===== config.mk =====
export PLATFORM = sky130hd
export DESIGN_NAME = ysyx_22040759_mem_arb
export DESIGN_NICKNAME = d
export VERILOG_FILES = /design/src/rtl/ysyx_22040759_define.sv /design/src/rtl/ysyx_22040759_arb_pick.sv /design/src/rtl/ysyx_22040759_mem_arb.sv
export SDC_FILE = /design/constraint.sdc
export NUM_CORES = 1
export LEC_CHECK = 0
export CORE_AREA = 10 10 203 205
export CTS_CLUSTER_SIZE = 14
export DETAILED_ROUTE_END_ITERATION = 8
export DIE_AREA = 0 0 213 215
export MAX_ROUTING_LAYER = met4
export PLACE_DENSITY_LB_ADDON = 0.05
export SYNTH_ARGS = -nofsm -noshare
export SYNTH_HDL_FRONTEND = slang
export SYNTH_SLANG_ARGS = --single-unit

===== constraint.sdc =====
create_clock -name clk -period 2.06 [get_ports clk]
set_input_delay 0.206 -clock clk [delete_from_list [all_inputs] [get_ports clk]]
set_output_delay 0.206 -clock clk [all_outputs]
set_load 0.005 [all_outputs]

===== src/rtl/ysyx_22040759_define.sv =====
// Shared encodings for the memory-port arbiter: FSM states, owner tags and
// the fixed access size used for instruction fetches.
package ysyx_22040759_define;

  localparam logic [1:0] ARB_IDLE = 2'd0;
  localparam logic [1:0] ARB_REQ  = 2'd1;
  localparam logic [1:0] ARB_RESP = 2'd2;

  localparam logic OWN_IF = 1'b0;
  localparam logic OWN_LS = 1'b1;

  localparam logic [2:0] IF_SIZE = 3'b010;

endpackage


===== src/rtl/ysyx_22040759_arb_pick.sv =====
// Two-way priority pick: LS normally wins a tie, but the IF requester takes
// the tie when it was passed over last time (if_turn).
module ysyx_22040759_arb_pick
  import ysyx_22040759_define::*;
(
  input  logic if_req,
  input  logic ls_req,
  input  logic if_turn,
  output logic pick_valid,
  output logic pick_owner
);

  always_comb begin
    pick_valid = if_req | ls_req;
    pick_owner = OWN_IF;
    if (ls_req && !(if_req && if_turn)) begin
      pick_owner = OWN_LS;
    end
  end

endmodule


===== src/rtl/ysyx_22040759_mem_arb.sv =====
// Shares one downstream memory port between instruction fetch and load/store.
// One transaction at a time: arbitrate, latch, req/gnt handshake, route response.
module ysyx_22040759_mem_arb
  import ysyx_22040759_define::*;
#(
  parameter int ADDR_W = 64,
  parameter int DATA_W = 64
) (
  input  logic                clk,
  input  logic                rst,
  input  logic                if_req,
  input  logic [ADDR_W-1:0]   if_addr,
  output logic                if_gnt,
  output logic                if_rvalid,
  output logic [DATA_W-1:0]   if_rdata,
  input  logic                ls_req,
  input  logic                ls_wen,
  input  logic [ADDR_W-1:0]   ls_addr,
  input  logic [2:0]          ls_size,
  input  logic [DATA_W-1:0]   ls_wdata,
  input  logic [DATA_W/8-1:0] ls_wstrb,
  output logic                ls_gnt,
  output logic                ls_rvalid,
  output logic [DATA_W-1:0]   ls_rdata,
  output logic                mem_req,
  output logic                mem_wen,
  output logic [ADDR_W-1:0]   mem_addr,
  output logic [2:0]          mem_size,
  output logic [DATA_W-1:0]   mem_wdata,
  output logic [DATA_W/8-1:0] mem_wstrb,
  input  logic                mem_gnt,
  input  logic                mem_rvalid,
  input  logic [DATA_W-1:0]   mem_rdata
);

  logic [1:0] state_reg;
  logic       owner_reg;
  logic       if_turn_reg;
  logic       pick_valid;
  logic       pick_owner;
  logic       resp_done;

  ysyx_22040759_arb_pick u_pick (
    .if_req     (if_req),
    .ls_req     (ls_req),
    .if_turn    (if_turn_reg),
    .pick_valid (pick_valid),
    .pick_owner (pick_owner)
  );

  // A response can complete in the grant cycle itself; responses seen in IDLE are dropped.
  assign resp_done = mem_rvalid &&
                     (((state_reg == ARB_REQ) && mem_gnt) || (state_reg == ARB_RESP));

  always_ff @(posedge clk) begin
    if (rst) begin
      state_reg   <= ARB_IDLE;
      owner_reg   <= OWN_IF;
      if_turn_reg <= 1'b0;
      mem_req     <= 1'b0;
      mem_wen     <= 1'b0;
      mem_addr    <= '0;
      mem_size    <= '0;
      mem_wdata   <= '0;
      mem_wstrb   <= '0;
      if_gnt      <= 1'b0;
      if_rvalid   <= 1'b0;
      if_rdata    <= '0;
      ls_gnt      <= 1'b0;
      ls_rvalid   <= 1'b0;
      ls_rdata    <= '0;
    end else begin
      if_gnt    <= 1'b0;
      ls_gnt    <= 1'b0;
      if_rvalid <= 1'b0;
      ls_rvalid <= 1'b0;

      case (state_reg)
        ARB_IDLE: begin
          if (pick_valid) begin
            state_reg <= ARB_REQ;
            owner_reg <= pick_owner;
            mem_req   <= 1'b1;
            if (pick_owner == OWN_LS) begin
              ls_gnt    <= 1'b1;
              mem_wen   <= ls_wen;
              mem_addr  <= ls_addr;
              mem_size  <= ls_size;
              mem_wdata <= ls_wdata;
              mem_wstrb <= ls_wstrb;
              // IF was passed over, so it wins the next tie.
              if (if_req) begin
                if_turn_reg <= 1'b1;
              end
            end else begin
              if_gnt      <= 1'b1;
              mem_wen     <= 1'b0;
              mem_addr    <= if_addr;
              mem_size    <= IF_SIZE;
              mem_wdata   <= '0;
              mem_wstrb   <= '0;
              if_turn_reg <= 1'b0;
            end
          end
        end
        ARB_REQ: begin
          if (mem_gnt) begin
            mem_req   <= 1'b0;
            state_reg <= mem_rvalid ? ARB_IDLE : ARB_RESP;
          end
        end
        ARB_RESP: begin
          if (mem_rvalid) begin
            state_reg <= ARB_IDLE;
          end
        end
        default: state_reg <= ARB_IDLE;
      endcase

      if (resp_done) begin
        if (owner_reg == OWN_LS) begin
          ls_rvalid <= 1'b1;
          ls_rdata  <= mem_rdata;
        end else begin
          if_rvalid <= 1'b1;
          if_rdata  <= mem_rdata;
        end
      end
    end
  end

endmodule

==> reports/qor.yml <==
status: "finished, final reports clean"
multiInputGateArea_um2: 5050
async_reset_ff_share_pct: 0
grt_usage_pct: 20.6
min_period_ns: 1.70
crit_chain: "or2_2 > nor2_4 > buf_4 > a211oi_2"
fmax_mhz: 589
synth_compound_area_share_pct: 16.6
ys_seq_elements: 277
yosys.area_share.simple_pct: 11.1
synth-seq-area-share_pct: 49.8
endpoint: "mem_addr[59]"
synth_common_cells: "dfxtp_1, nand2_1, mux2i_1, a21oi_1, o21ai_0"
fin_setup_tns_ns: 0
yosysMostFrequentCell: "dfxtp_1"
yosysWarnings: 0
start_util_pct: 29.9
antenna_found_initial: 15
post_cts_buffers: 0
fin_skew_ns: 0.0167
clk_path_buf_depth: 3
drt-total-wl_um: 48400
dp_cells: 2106
rsz0062_at_grt: "false"
leakage_nw: 7.01
cts_buffers: 34
hold_path.class: "input port to register"
max_stage_delay_ns: 0.41
die_w_um: 213
die_h_um: 215
dpl.hpwl_um: 35700
finalSetupViolCount: 0
gp_congestion: 0.803
maxSlewHeadroom_pct: 33.2
grt_pass1_vias: 10500
worst_setup_path_end_kind: "register"
synthFlopType: "dfxtp_1"
top_usage_layer: "met2"
synth.area.top_cells: "dfxtp_1, mux2i_1, nand2_1"
finalHoldViolCount: 0
r2r_setup_slack_ns: 0.36
cp_slowest_cell: "dfxtp_1"
postCtsResizedCells: 0
cts_hold_buffers: 0
tightest_slew_ns: 1.00
syn-instance-count: 1161
path_clk_slew_ns: 0.05
yosysUniqueCellTypes: 33
yosys.area_share.adder_pct: 0
hold_slack_ns: 0.187
clk_latency_ns: 0.51
worstPathArrival_ns: 2.04
synth-edff-count: 0
r2r-end: "mem_addr[59]"
cts.sinks: 277
drc: 0
num_vias: 10400
fin_crit_sh_pct: 82.5
r2r_start: "state_reg[1]"
core-area_um2: 37200
cts_root_buffer: "clkbuf_16"
fin_nets: 1942
synthXorXnorAreaFrac_pct: 0
syn_area_um2: 11100
synth_top_area_share_pct: 49.8
grt_max_degree: 147
powerDensity_nw_per_um2: 775
synth.avg_cell_area_um2: 9.59
grt_pass1_wl_um: 70200
final_cells: 2175
seqCellArea_um2: 5550
use_met1_pct: 21.9
drt-initial-drc-count: 552
path_class: "register to register"
maxCapViolCount: 0
vias_per_cell: 4.79
tritoncts: "yes"
worst_r2r_path_depth: 4
grt_util_met2_pct: 33.4
synth_top_family_by_area: "multiplexers"
nFillCells: 3489
crit_start: "state_reg[1]"
row_count: 71
finish.utilization_pct: 49.3
drv_slew: 0
use_met3_pct: 9.05
synthMuxAreaShare_pct: 17.3
syn-num-nets: 1435
drtAntennaViolNets: 0
synth_area_leader_cell: "dfxtp_1"
synthToLayoutAreaGrowth_pct: 64.9
wl_per_cell_um: 22.2
drive_above_1_share_pct: 8.54
io_pins: 547
cp.required_ns: 2.40
cp_max_fo: 10
vdd_drop_max_mv: 0.497
die_area_um2: 45800
start_kind: "register"
dr.pass1.iters: 7
portBuffers: 546
overflow: 0
htreeDepth: 2
==> critical path: cells and delay by family, from the launching register on <==
kind                   cells  cell delay, ns
AND/OR/NAND/NOR            2            0.74
buffers and inverters      1            0.30
flip-flops                 1            0.41
AO/OA/AOI/OAI              1            0.09
==> per-stage QoR <==
step	power (mW)	setup WS [ns]	instance area [um^2]
floorplan	6.95	0.590	11100
global placement	8.49	0.165	17200
detailed placement	8.51	0.114	17200
CTS	14.4	0.323	18300
global route	14.8	0.249	18400
finish	14.2	0.361	18400
==> layout by cell type, fill, tap and decap left out, drive strengths merged, types with 4 or more instances in the layout <==
cell / instances
clkdlybuf4s50: 545
dfxtp: 277
nand2: 197
mux2i: 192
a21oi: 144
o21ai: 77
nand3: 75
a211oi: 65
clkbuf: 46
buf: 39
diode: 15
nor2: 6
clkinv: 4
==> worst min-delay path by stage <==
stage | from | to | slack [ns] | depth (start not counted)
CTS | rst | if_turn_reg | 0.16 | 4
global route | rst | ls_rdata[29] | 0.20 | 4
detailed placement | ls_rdata[48] | ls_rdata[48] | 0.45 | 2
finish | rst | if_rdata[47] | 0.19 | 4
floorplan | mem_rvalid | state_reg[1] | 0.28 | 1
global placement | ls_rdata[26] | ls_rdata[26] | 0.44 | 2
==> cells by family (layout without fill, tap and decap cells) <==
group / count (synthesis) / count (layout)
compound gates: 291 / 291
buf+inv: 114 / 639
flops: 277 / 277
mux: 192 / 192
other cells: 0 / 15
simple gates: 287 / 287
==> power by group <==
part	internal (mW)	total, mW	switching, mW
combinational	1.44	2.55	1.10
sequential	5.67	5.82	0.155
clock	3.55	5.85	2.30
total	10.7	14.2	3.56
==> layout make-up <==
class,count,area share [%]
clock inverter,8,0.525
multi-input combinational,770,27.5
inverter,1,0.0477
clock buffer,46,5.32
tap,474,3.23
antenna,15,0.204
timing repair buffer,584,33.0
sequential,277,30.2
==> routing by layer <==
layer | part of all wire (%) | wire length, um
met5 | 0 | 0
met4 | 2.4 | 1150
met1 | 38 | 18300
met3 | 11 | 5490
met2 | 48 | 23400
(Power assumes the default switching activity.)
